### src/rtl/dcm_drp_ctrl_if.sv
// DRP and DCM control pins between the reconfiguration controller
// and the DCM_ADV wrapper.
interface dcm_drp_ctrl_if;
    logic        den;
    logic        dwe;
    logic [6:0]  daddr;
    logic [15:0] di;
    logic [15:0] dout;
    logic        drdy;
    logic        dcm_rst;
    logic        dcm_locked;

    modport master (
        output den, dwe, daddr, di, dcm_rst,
        input  dout, drdy, dcm_locked
    );

    modport slave (
        input  den, dwe, daddr, di, dcm_rst,
        output dout, drdy, dcm_locked
    );
endinterface

### src/rtl/dcm_drp_ctrl.sv
// CLKFX M/D reconfiguration sequencer: DRP write, optional readback,
// DCM reset hold and lock wait, with a one-shot done/status report.
module dcm_drp_ctrl #(
    parameter logic [6:0] DRP_ADDR     = 7'h50,
    parameter int         RST_PRE      = 16,
    parameter int         RST_POST     = 16,
    parameter int         DRDY_TIMEOUT = 64,
    parameter int         LOCK_TIMEOUT = 1000000,
    parameter bit         READBACK     = 1'b1
) (
    input  logic       dclk,
    input  logic       rst_in,
    input  logic       req,
    input  logic [5:0] mult,
    input  logic [5:0] div,
    output logic       busy,
    output logic       done,
    output logic [2:0] status,
    dcm_drp_ctrl_if.master drp
);

    typedef enum logic [3:0] {
        S_IDLE, S_PRE, S_WR, S_WRDY, S_RD,
        S_RRDY, S_POST, S_LOCK, S_FIN
    } state_e;

    localparam logic [23:0] PRE_LAST  = 24'(RST_PRE - 1);
    localparam logic [23:0] POST_LAST = 24'(RST_POST - 1);
    localparam logic [23:0] DRDY_LAST = 24'(DRDY_TIMEOUT - 1);
    localparam logic [23:0] LOCK_LAST = 24'(LOCK_TIMEOUT - 1);

    state_e      state_q, state_d;
    logic [23:0] cnt_q, cnt_d;
    logic [15:0] wdata_q, wdata_d;
    logic        busy_q, busy_d;
    logic        done_q, done_d;
    logic [2:0]  status_q, status_d;
    logic        den_q, den_d;
    logic        dwe_q, dwe_d;
    logic [6:0]  daddr_q, daddr_d;
    logic [15:0] di_q, di_d;
    logic        rst_q, rst_d;
    logic        param_ok;

    assign param_ok = (mult >= 6'd2) && (mult <= 6'd32) &&
                      (div >= 6'd1) && (div <= 6'd32);

    always_comb begin
        state_d  = state_q;
        cnt_d    = cnt_q + 24'd1;
        wdata_d  = wdata_q;
        busy_d   = busy_q;
        done_d   = 1'b0;
        status_d = status_q;
        den_d    = 1'b0;
        dwe_d    = 1'b0;
        daddr_d  = daddr_q;
        di_d     = di_q;
        rst_d    = rst_q;
        unique case (state_q)
            S_IDLE: begin
                rst_d  = 1'b0;
                busy_d = 1'b0;
                cnt_d  = '0;
                if (req) begin
                    wdata_d = {2'b00, mult - 6'd1, 2'b00, div - 6'd1};
                    if (!param_ok) begin
                        status_d = 3'd1;
                        done_d   = 1'b1;
                        state_d  = S_FIN;
                    end else begin
                        status_d = 3'd0;
                        busy_d   = 1'b1;
                        rst_d    = 1'b1;
                        state_d  = S_PRE;
                    end
                end
            end
            S_PRE: begin
                if (cnt_q == PRE_LAST) begin
                    den_d   = 1'b1;
                    dwe_d   = 1'b1;
                    daddr_d = DRP_ADDR;
                    di_d    = wdata_q;
                    state_d = S_WR;
                end
            end
            S_WR: begin
                cnt_d   = '0;
                state_d = S_WRDY;
            end
            S_WRDY: begin
                // drdy on the timeout cycle still counts as success
                if (drp.drdy) begin
                    cnt_d = '0;
                    if (READBACK) begin
                        den_d   = 1'b1;
                        daddr_d = DRP_ADDR;
                        state_d = S_RD;
                    end else begin
                        state_d = S_POST;
                    end
                end else if (cnt_q == DRDY_LAST) begin
                    if (status_q == 3'd0) status_d = 3'd2;
                    cnt_d   = '0;
                    state_d = S_POST;
                end
            end
            S_RD: begin
                cnt_d   = '0;
                state_d = S_RRDY;
            end
            S_RRDY: begin
                if (drp.drdy) begin
                    if (drp.dout != wdata_q && status_q == 3'd0)
                        status_d = 3'd3;
                    cnt_d   = '0;
                    state_d = S_POST;
                end else if (cnt_q == DRDY_LAST) begin
                    if (status_q == 3'd0) status_d = 3'd2;
                    cnt_d   = '0;
                    state_d = S_POST;
                end
            end
            S_POST: begin
                if (cnt_q == POST_LAST) begin
                    rst_d   = 1'b0;
                    cnt_d   = '0;
                    state_d = S_LOCK;
                end
            end
            S_LOCK: begin
                if (drp.dcm_locked) begin
                    done_d  = 1'b1;
                    busy_d  = 1'b0;
                    state_d = S_FIN;
                end else if (cnt_q == LOCK_LAST) begin
                    if (status_q == 3'd0) status_d = 3'd4;
                    done_d  = 1'b1;
                    busy_d  = 1'b0;
                    state_d = S_FIN;
                end
            end
            S_FIN: begin
                busy_d  = 1'b0;
                state_d = S_IDLE;
            end
            default: state_d = S_IDLE;
        endcase
    end

    always_ff @(posedge dclk) begin
        if (rst_in) begin
            state_q  <= S_IDLE;
            cnt_q    <= '0;
            wdata_q  <= '0;
            busy_q   <= 1'b0;
            done_q   <= 1'b0;
            status_q <= 3'd0;
            den_q    <= 1'b0;
            dwe_q    <= 1'b0;
            daddr_q  <= '0;
            di_q     <= '0;
            rst_q    <= 1'b1;
        end else begin
            state_q  <= state_d;
            cnt_q    <= cnt_d;
            wdata_q  <= wdata_d;
            busy_q   <= busy_d;
            done_q   <= done_d;
            status_q <= status_d;
            den_q    <= den_d;
            dwe_q    <= dwe_d;
            daddr_q  <= daddr_d;
            di_q     <= di_d;
            rst_q    <= rst_d;
        end
    end

    assign busy        = busy_q;
    assign done        = done_q;
    assign status      = status_q;
    assign drp.den     = den_q;
    assign drp.dwe     = dwe_q;
    assign drp.daddr   = daddr_q;
    assign drp.di      = di_q;
    assign drp.dcm_rst = rst_q;

endmodule
### src/flat_wrapper.sv
// flat-port wrapper written by rule: the top's interface ports become plain ports
module dcm_drp_ctrl_flat 
#(
    parameter logic [6:0] DRP_ADDR     = 7'h50,
    parameter int         RST_PRE      = 16,
    parameter int         RST_POST     = 16,
    parameter int         DRDY_TIMEOUT = 64,
    parameter int         LOCK_TIMEOUT = 1000000,
    parameter bit         READBACK     = 1'b1
)
  (dclk, rst_in, req, mult, div, busy, done, status, drp_den, drp_dwe, drp_daddr, drp_di, drp_dcm_rst, drp_dout, drp_drdy, drp_dcm_locked);
  dcm_drp_ctrl_if drp_i ();
  input  logic dclk;
  input  logic rst_in;
  input  logic req;
  input  logic [5:0] mult;
  input  logic [5:0] div;
  output logic busy;
  output logic done;
  output logic [2:0] status;
  output wire logic [$bits(drp_i.den)-1:0] drp_den;
  output wire logic [$bits(drp_i.dwe)-1:0] drp_dwe;
  output wire logic [$bits(drp_i.daddr)-1:0] drp_daddr;
  output wire logic [$bits(drp_i.di)-1:0] drp_di;
  output wire logic [$bits(drp_i.dcm_rst)-1:0] drp_dcm_rst;
  input wire logic [$bits(drp_i.dout)-1:0] drp_dout;
  input wire logic [$bits(drp_i.drdy)-1:0] drp_drdy;
  input wire logic [$bits(drp_i.dcm_locked)-1:0] drp_dcm_locked;
  assign drp_den = drp_i.den;
  assign drp_dwe = drp_i.dwe;
  assign drp_daddr = drp_i.daddr;
  assign drp_di = drp_i.di;
  assign drp_dcm_rst = drp_i.dcm_rst;
  assign drp_i.dout = drp_dout;
  assign drp_i.drdy = drp_drdy;
  assign drp_i.dcm_locked = drp_dcm_locked;
  dcm_drp_ctrl #(.DRP_ADDR(DRP_ADDR), .RST_PRE(RST_PRE), .RST_POST(RST_POST), .DRDY_TIMEOUT(DRDY_TIMEOUT), .LOCK_TIMEOUT(LOCK_TIMEOUT), .READBACK(READBACK)) u_core (.dclk(dclk), .rst_in(rst_in), .req(req), .mult(mult), .div(div), .busy(busy), .done(done), .status(status), .drp(drp_i));
endmodule
### config.mk
export PLATFORM = sky130hd
export DESIGN_NAME = dcm_drp_ctrl_flat
export DESIGN_NICKNAME = d
export VERILOG_FILES = /design/src/rtl/dcm_drp_ctrl_if.sv /design/src/rtl/dcm_drp_ctrl.sv /design/src/flat_wrapper.sv
export SDC_FILE = /design/constraint.sdc
export NUM_CORES = 1
export LEC_CHECK = 0
export ABC_AREA = 1
export CAP_MARGIN = 40
export CORE_AREA = 8 8 116 118
export DETAILED_ROUTE_END_ITERATION = 12
export DIE_AREA = 0 0 124 126
export DONT_BUFFER_PORTS = 1
export PLACE_DENSITY = 0.51
export SYNTH_ARGS = -nofsm -noshare
export SYNTH_HDL_FRONTEND = slang
export SYNTH_SLANG_ARGS = --single-unit
### constraint.sdc
create_clock -name dclk -period 3.91 [get_ports dclk]
set_input_delay 0.391 -clock dclk [delete_from_list [all_inputs] [get_ports dclk]]
set_output_delay 0.391 -clock dclk [all_outputs]
set_load 0.02 [all_outputs]
Word-level counts from Yosys, hierarchy flattened
Cells that the tools add are included.

storage, ports and cells
  register bits = 67
  logic and storage cells = 104

cells by class
  add/subtract/negate cells = 3
  order comparisons = 4
  equality and inequality tests = 22
  mux-type cells = 43
  bitwise operators = 1
  reduce and logical (&&, ||, !) cells = 20

operators with widths
  kind                                                                     count
  24-bit 2-to-1 mux                                                        3
  24-bit case mux with 3 select lines                                      1
  4-bit 2-to-1 mux                                                         9
  4-bit case mux with 8 select lines                                       1
  3-bit 2-to-1 mux                                                         9
  24-bit by 1-bit adder with 24-bit output, second input constant          1
  24-bit by 20-bit equality test with 1-bit output, second input constant  1
  24-bit by 4-bit equality test with 1-bit output, second input constant   1
  24-bit by 6-bit equality test with 1-bit output, second input constant   1
  4-bit by 3-bit equality test with 1-bit output, second input constant    4
  16-bit by 14-bit != test with 1-bit output                               1
  7-bit 2-to-1 mux                                                         2
  7-bit case mux with 2 select lines                                       1
  6-bit <= comparator, second input constant                               2
  1-bit 2-to-1 mux                                                         12
  3-bit case mux with 4 select lines                                       1
  6-bit by 1-bit subtractor with 6-bit output, second input constant       2
  4-bit by 2-bit equality test with 1-bit output, second input constant    2
  2-bit by 1-bit != test with 1-bit output, second input constant          4
  2-bit != test, second input constant                                     4
  2-bit AND reduction                                                      4
  7-bit AND reduction                                                      1
  6-bit by 1-bit >= comparator with 1-bit output, second input constant    1
  6-bit by 2-bit >= comparator with 1-bit output, second input constant    1
  other kinds (16)                                                         24

Logic depth before layout (Yosys ltp)
Gate-level depths: netlist of run 1.

  depth in word-level cells = 7
  mapped depth = 13
  mapped depth without buffers = 13

Worst setup path after synthesis of run 1
No wires, ideal clock.

  path kind = flip-flop to flip-flop
  start point = reg u_core.cnt_q[0]
  end point = reg u_core.cnt_q[2]
  setup time = 117 ps
  arrival time = 1458 ps
  data required time = 3793 ps
  setup slack = 2335 ps
  stages on the path, launching flop included = 10
  buffers on the path = 1
  clock period less this slack = 1575 ps
  path through = dfxtp_1 ha_1 nand3_2 nor2_1 nand3_1 nand3_1 nand3_2 nand2_2 buf_6 nor3b_2

on the way
  word-level cells in the longest chain between the ends = 4
  elaborated cells on any way between the ends = 7

RTL lines
  item                                                                                                         line                                                          text
  from (decl)                                                                                                  dcm_drp_ctrl.sv:33                                            logic [23:0] cnt_q, cnt_d;
  from (signal assigned)                                                                                       dcm_drp_ctrl.sv:167                                           cnt_q <= cnt_d;
  24-bit by 1-bit adder with 24-bit output or 24-bit by 6-bit equality test with 1-bit output (tied branches)  dcm_drp_ctrl.sv:50, dcm_drp_ctrl.sv:103, dcm_drp_ctrl.sv:119
  24-bit 2-to-1 mux                                                                                            dcm_drp_ctrl.sv:103, dcm_drp_ctrl.sv:119
  24-bit 2-to-1 mux                                                                                            dcm_drp_ctrl.sv:94                                            if (drp.drdy) begin
  24-bit case mux with 3 select lines (*)                                                                      dcm_drp_ctrl.sv:60                                            unique case (state_q)

Mark *: on every way between the ends. The rest lies on a longest branch, timed or not.
A chain may end at the register's enable or synchronous reset.

Worst setup path after layout of run 1
  start point = reg u_core.cnt_q[0]
  end point = reg u_core.cnt_q[4]

The elaborated chain is that of the path after synthesis.

==> summary.txt, run 1 <==
Route
  – Vias per std cell: 4.62
  – Remaining DRCs: 0
  – Post-detailed-routing wire length: 8490 um
  – Drt wl/cell: 12.9 um
  – First drt pass iteration count: 4
  – Antenna Nets Post-Route: 0
  – Initial drt markers: 160
  – Vias: 3032

Place
  – Detailed placer's ending HPWL: 6770 um
  – I/O Buffers: 0
  – RD Place Congestion: 0.841
  – Placed insts: 640
  – Pre-CTS setup slack: 1690 ps

Setup path
  – CP startpoint kind: flip-flop
  – Setup CP Type: flip-flop to flip-flop
  – CP delay by family, top: simple AND/OR/NAND/NOR gates
  – CP most frequent cell: nand3_1
  – Worst Path Arrival: 2410 ps
  – WP buf/inv: 2
  – Crit-path cells: ha_1 -> nand3_2 -> nor2_1 -> nand3_1 -> nand3_1 -> nand3_2 -> nand2_2 -> inv_1 -> nand3_1 -> inv_1
  – Largest stage delay, worst path: 370 ps
  – WP data required: 4130 ps
  – Worst-path maximum fanout: 21
  – CP Capture Type: flip-flop
  – Crit-path slowest cell: dfxtp_1

CTS
  – Latest clock arrival within the worst-skew pair: 320 ps
  – Clock Sinks: 61
  – CTS tree: yes
  – Clk slew on worst S/H paths: 50 ps
  – Total CTS buffers: 9
  – Post-CTS sizing: 0
  – Post-CTS Hold Buffers: 0
  – Clock Tree Buf Depth: 2
  – Setup bufs post-CTS: 0
  – H-tree depth: 3
  – Root Buffer: clkbuf_16

Synth
  – Gate Count Post-Synth: 503
  – Synth Flop Type: dfxtp_1
  – Cell variety after synth: 37
  – Largest family of logic cells by synthesized area: simple AND/OR/NAND/NOR gates
  – Area contributors post-synth: dfxtp_1 35%, nand2_1 9.3%, nor2_1 8.9%
  – Share of the synthesized area in the top cell type: 0.350
  – Fraction of registers with async set/reset: 0
  – Syn Area/Cell: 6.94 sq um
  – Sequential cell area fraction in the yosys report: 0.350
  – Mux contribution to synthesized area: 0
  – Post-synth EDFFs: 0
  – Synthesis warning total: 0
  – Cell taking the most area after synthesis: dfxtp_1
  – Post-Synth XOR/XNOR Area: 0.0552
  – Flops & latches, synth: 61
  – Simple-Gate Fraction of Synth Area: 0.353
  – Post-Synth Adder-Cell Area: 0.0215
  – Compound-cell area share of the yosys netlist: 0.0972
  – Synthesized cell area: 3490 sq um

Timing
  – Final worst slack: 1720 ps
  – Final hold violation count: 0
  – Fin crit share: 0.561
  – Slew headroom: 0.631
  – Fin. max-slew vios: 0
  – Clock Skew: 6.23 ps
  – Setup TNS: 0 ps
  – Worst-margin pin slew: 553 ps
  – Setup-failing EPs final: 0
  – Peak Freq: 0.456 GHz
  – Unrepaired setup endpoints after global routing: false
  – Min cycle time layout: 2190 ps

Cells and area
  – Fillcell total: 1305
  – Layout net count: 543
  – Multi-input combinational cell area: 1870 sq um
  – Non-Filler Instances: 656
  – # diodes: 0
  – Area Growth Syn to Fin: 11.3%
  – Register area: 1220 sq um
  – Ratio of cells with drive above 1 in the final layout: 0.108

Power and ir drop
  – Combinational power share: 0.270
  – Internal: 1.45 mW
  – Flop pwr share: 0.365
  – Leak pwr: 1.64 nW
  – P_sw: 769 uW
  – Peak VDD IR: 0.249 mV
  – Net Sw Frac: 0.347
  – PwrDens: 571 nW/um^2
  – Clock power frac: 0.365

Global route
  – First-pass GRT wire length: 14200 um
  – GRT Residual Overflow: 0
  – Largest net degree at the start of global routing: 24
  – Initial antenna violation count: 0
  – Vias in the first global route: 2974
  – Overall Global Routing Usage: 0.114

Floorplanning
  – FP Rows: 40
  – Die H: 126 um
  – Core footprint: 11700 sq um
  – # IOs: 64
  – Die width: 124 um
  – Initial core utilization: 0.298
  – Die ar.: 15600 sq um

Worst hold path
  – HP Class: primary input to flip-flop

Status
  – Outcome: finished clean

Flow run
  – Maxcap violations: 0
[kinds of logic (layout without fill, tap and decap cells)]
logic type	after synthesis	count (layout)
xor gates and xnor gates	22	22
and+or+nand+nor	259	259
AOI/OAI and AO/OA	58	58
other	1	9
DFF	61	61
buffers and inverters	96	94
adders and majority gates	6	6
[per-layer routing]
metal	up-vias	GRT usage	wire (um)
met5	-	0	0
met4	0	0.0476	166
met3	12	0.0349	547
met2	55	0.186	4080
met1	1376	0.136	3700
li1	1589	-	-
[layout by cell type (no fill, tap or decap), types with 11 or more instances in the layout]
cell type  Yosys  layout
nand2_1       86      86
nor2_1        83      83
inv_1         74      74
dfxtp_1       61      61
nand3_1       29      29
o21ai_0       24      24
xor2_1        16      16
a21oi_1       14      14
nor3_1        14      14
nor2_2        12      12
nand4_1       11      11
[stage by stage]
stage	hold slack, ps	cell area [sq um]	total power [mW]	utilization
final	138	3880	2.22	0.331
after global routing	124	3880	2.38	0.331
after CTS	124	3880	2.24	0.331
after detailed placement	455	3570	1.42	0.305
after global placement	444	3570	1.42	0.305
after floorplan	429	3520	1.32	-
[synth_stat cells (all sizes together) (2+ instances only)]
cell / count
nor2: 97
nand2: 92
inv: 78
dfxtp: 61
nand3: 37
o21ai: 24
nor3: 16
xor2: 16
a21oi: 15
buf: 15
nand4: 12
a211oi: 10
ha: 6
xnor2: 6
a31oi: 3
clkbuf: 3
nor4: 3
o221ai: 2
o31ai: 2
[path summary, 6_finish.rpt]
kind / from / endpoint / slack [ps] / depth (start not counted)
hold reg to reg: u_core.cnt_q[0] / u_core.cnt_q[0] / 460 / 1
hold / removal: rst_in / u_core.state_q[1] / 140 / 1
setup reg to reg: u_core.cnt_q[0] / u_core.cnt_q[4] / 1720 / 10
setup / recovery: u_core.cnt_q[0] / u_core.cnt_q[4] / 1720 / 10
[power groups by stage]
stage / clock network, mW / logic, mW / registers (mW)
detailed placement: 0 / 0.597 / 0.821
floorplan: 0 / 0.524 / 0.795
finish: 0.808 / 0.598 / 0.810
global placement: 0 / 0.597 / 0.821
global route: 0.858 / 0.700 / 0.825
CTS: 0.831 / 0.600 / 0.809
[state kept, by name (all words and copies together), names as in the netlist]
signal              flops
u_core.drp.den          1
u_core.status           3
u_core.drp.dwe          1
u_core.done             1
u_core.wdata_q         12
u_core.cnt_q           24
u_core.busy             1
u_core.state_q          4
u_core.drp.dcm_rst      1
u_core.drp.di          12
u_core.drp.daddr        1
[final cells by class]
| type | instances | share of cell area |
|---|---|---|
| clock inverters | 4 | 0.0116 |
| inverters | 78 | 0.0754 |
| multi-input cells | 354 | 0.482 |
| well taps | 147 | 0.0474 |
| flip-flops and latches | 61 | 0.315 |
| clock buffers | 12 | 0.0687 |
(Power assumes the default switching activity.)
==> inputs of run 2 (changes only) <==
==> constraint.sdc (replaced) <==
create_clock -name dclk -period 2.1 [get_ports dclk]
set_input_delay 0.21 -clock dclk [delete_from_list [all_inputs] [get_ports dclk]]
set_output_delay 0.21 -clock dclk [all_outputs]
set_load 0.02 [all_outputs]
==> run 2 against run 1 <==
Via count fell by 0.13%. Die area is the same. Count of clock-buffer cells in the layout fell by 1. Clock skew barely moved. Sequential share of layout area shrank 0.25 points. Routed wire length up 2.7%. Largest power group unchanged. Worst setup slack got worse by 1500 ps. Utilization grew 0.27 points. Power grew 86%. Non-clock buffer count up 5.
==> summary.txt, run 2 (synthesis results as in run 1) <==
Power and ir drop
  – Peak VDD IR: 0.605 mV
  – PwrDens: 1050 nW/um^2
  – Combinational power share: 0.283
  – Leak pwr: 1.66 nW
  – Total Power: 4.12 mW
  – Flop pwr share: 0.365
  – Clock power frac: 0.351
  – P_sw: 1.44 mW
  – Internal: 2.68 mW
  – Net Sw Frac: 0.350

Timing
  – Slew headroom: 0.466
  – Setup TNS: 0 ps
  – Clock Skew: 6.10 ps
  – Worst-margin pin slew: 798 ps
  – Final hold violation count: 0
  – WHS: 41.3 ps
  – Unrepaired setup endpoints after global routing: false
  – Fin. max-slew vios: 0
  – Fin crit share: 0.888
  – Min cycle time layout: 1870 ps
  – Setup-failing EPs final: 0
  – Final worst slack: 235 ps
  – Peak Freq: 0.536 GHz

Floorplanning
  – # IOs: 64
  – Die width: 124 um
  – Core footprint: 11700 sq um
  – FP Rows: 40
  – Die ar.: 15600 sq um
  – Initial core utilization: 0.298
  – Die H: 126 um

Place
  – Pre-CTS setup slack: 209 ps
  – I/O Buffers: 0
  – Detailed placer's ending HPWL: 6940 um
  – RD Place Congestion: 0.875
  – Placed insts: 644

Setup path
  – Crit Reg-Reg Endpoint: u_core.cnt_q[9]
  – FF-to-FF Start: u_core.cnt_q[0]
  – Critical Path Sink: u_core.cnt_q[9]
  – R2R setup slack: 230 ps
  – Worst setup path start: u_core.cnt_q[0]
  – Worst-path maximum fanout: 9
  – CP startpoint kind: flip-flop
  – CP Capture Type: flip-flop
  – WP data required: 2330 ps
  – FF-to-FF path depth: 10
  – Setup CP Type: flip-flop to flip-flop
  – Worst Path Arrival: 2090 ps

CTS
  – Latest clock arrival within the worst-skew pair: 330 ps
  – Setup bufs post-CTS: 0
  – Total CTS buffers: 9
  – CTS tree: yes
  – Clock Sinks: 61
  – Clk slew on worst S/H paths: 50 ps
  – H-tree depth: 3
  – Root Buffer: clkbuf_16
  – Clock Tree Buf Depth: 2

Cells and area
  – Non-Filler Instances: 658
  – Max reg flops: 24
  – Ratio of cells with drive above 1 in the final layout: 0.112
  – Most common cell after layout, fill and taps aside: nand2_1
  – Largest reg by FF count: u_core.cnt_q
  – Area Growth Syn to Fin: 12.2%
  – Layout net count: 548
  – Most frequent cells in the layout: 86 x nand2_1, 82 x nor2_1, 74 x inv_1
  – # diodes: 0

Global route
  – Overall Global Routing Usage: 0.119
  – Vias in the first global route: 2932
  – First-pass GRT wire length: 14600 um
  – Largest net degree at the start of global routing: 24
  – GRT Residual Overflow: 0
  – Initial antenna violation count: 0

Worst hold path
  – HP Class: primary input to flip-flop

Route
  – Antenna Nets Post-Route: 0
  – Post-detailed-routing wire length: 8730 um
  – Drt wl/cell: 13.3 um
  – Vias per std cell: 4.60
  – Vias: 3028
  – Initial drt markers: 147
  – First drt pass iteration count: 6
  – Remaining DRCs: 0

Status
  – Outcome: finished clean

Flow run
  – Maxcap violations: 0
==> run 2: cell types whose count changed in the layout (fill, tap and decap cells not counted) <==
cell	delta
buf_4	+3
clkinv_2	-2
buf_12	+1
clkbuf_8	-1
dlygate4sd3_1	+1
nor2_1	-1
nor2_2	+1
==> run 2: worst min path at each step <==
stage	startpoint	end	slack, ps	depth (start not counted)
2_1_floorplan	mult[3]	u_core.wdata_q[11]	370	2
3_3_place_gp	rst_in	u_core.state_q[1]	290	1
3_5_place_dp	rst_in	u_core.drp.den	290	1
4_1_cts	mult[3]	u_core.wdata_q[11]	30	2
5_1_grt	div[3]	u_core.wdata_q[3]	50	2
6_report	mult[3]	u_core.wdata_q[11]	40	2
==> run 2: what timing repair did <==
item | 4_1_cts | 5_1_grt
endpoints found under the hold margin | 20 | 0
setup endpoints to repair | 0 | 14
hold buffers | 1 | 0
gates resized for setup | 0 | 1
==> run 2: critical path: stages, from the launching register on <==
cell and delay, ps:
dfxtp_1 360, ha_1 200, nand3_2 120, nor2_2 170, nand3_1 190, nand3_1 160, nand3_2 80, nand2_2 220
inv_1 130, nand3_1 90, inv_1 40
==> run 2: per-stage QoR <==
step / utilization / area [sq um]
2_1_floorplan: - / 3520
3_3_place_gp: 0.308 / 3610
3_5_place_dp: 0.308 / 3610
4_1_cts: 0.334 / 3910
5_1_grt: 0.334 / 3910
6_report: 0.334 / 3910
==> run 2: final cells by class <==
class / instances / area, sq um
repair buffers: 5 / 52.6
inverters: 78 / 293
fillers: 1281 / 7800
flip-flops and latches: 61 / 1220
clock inverters: 2 / 35.0
well taps: 147 / 184
clock buffers: 11 / 253
multi-input cells: 354 / 1870
==> run 2: power by group through the flow <==
stage | logic (mW) | clock network (mW) | registers (mW)
after floorplan | 0.976 | 0 | 1.48
after global placement | 1.16 | 0 | 1.53
after detailed placement | 1.16 | 0 | 1.53
after CTS | 1.17 | 1.49 | 1.51
after global routing | 1.33 | 1.55 | 1.53
final | 1.17 | 1.45 | 1.51
==> run 2: routing by layer <==
layer | track usage | up-vias | routed length, um
met5 | 0 | - | 0
met4 | 0.0567 | 0 | 160
met3 | 0.0375 | 9 | 649
met2 | 0.192 | 70 | 4190
met1 | 0.140 | 1346 | 3730
li1 | - | 1603 | -
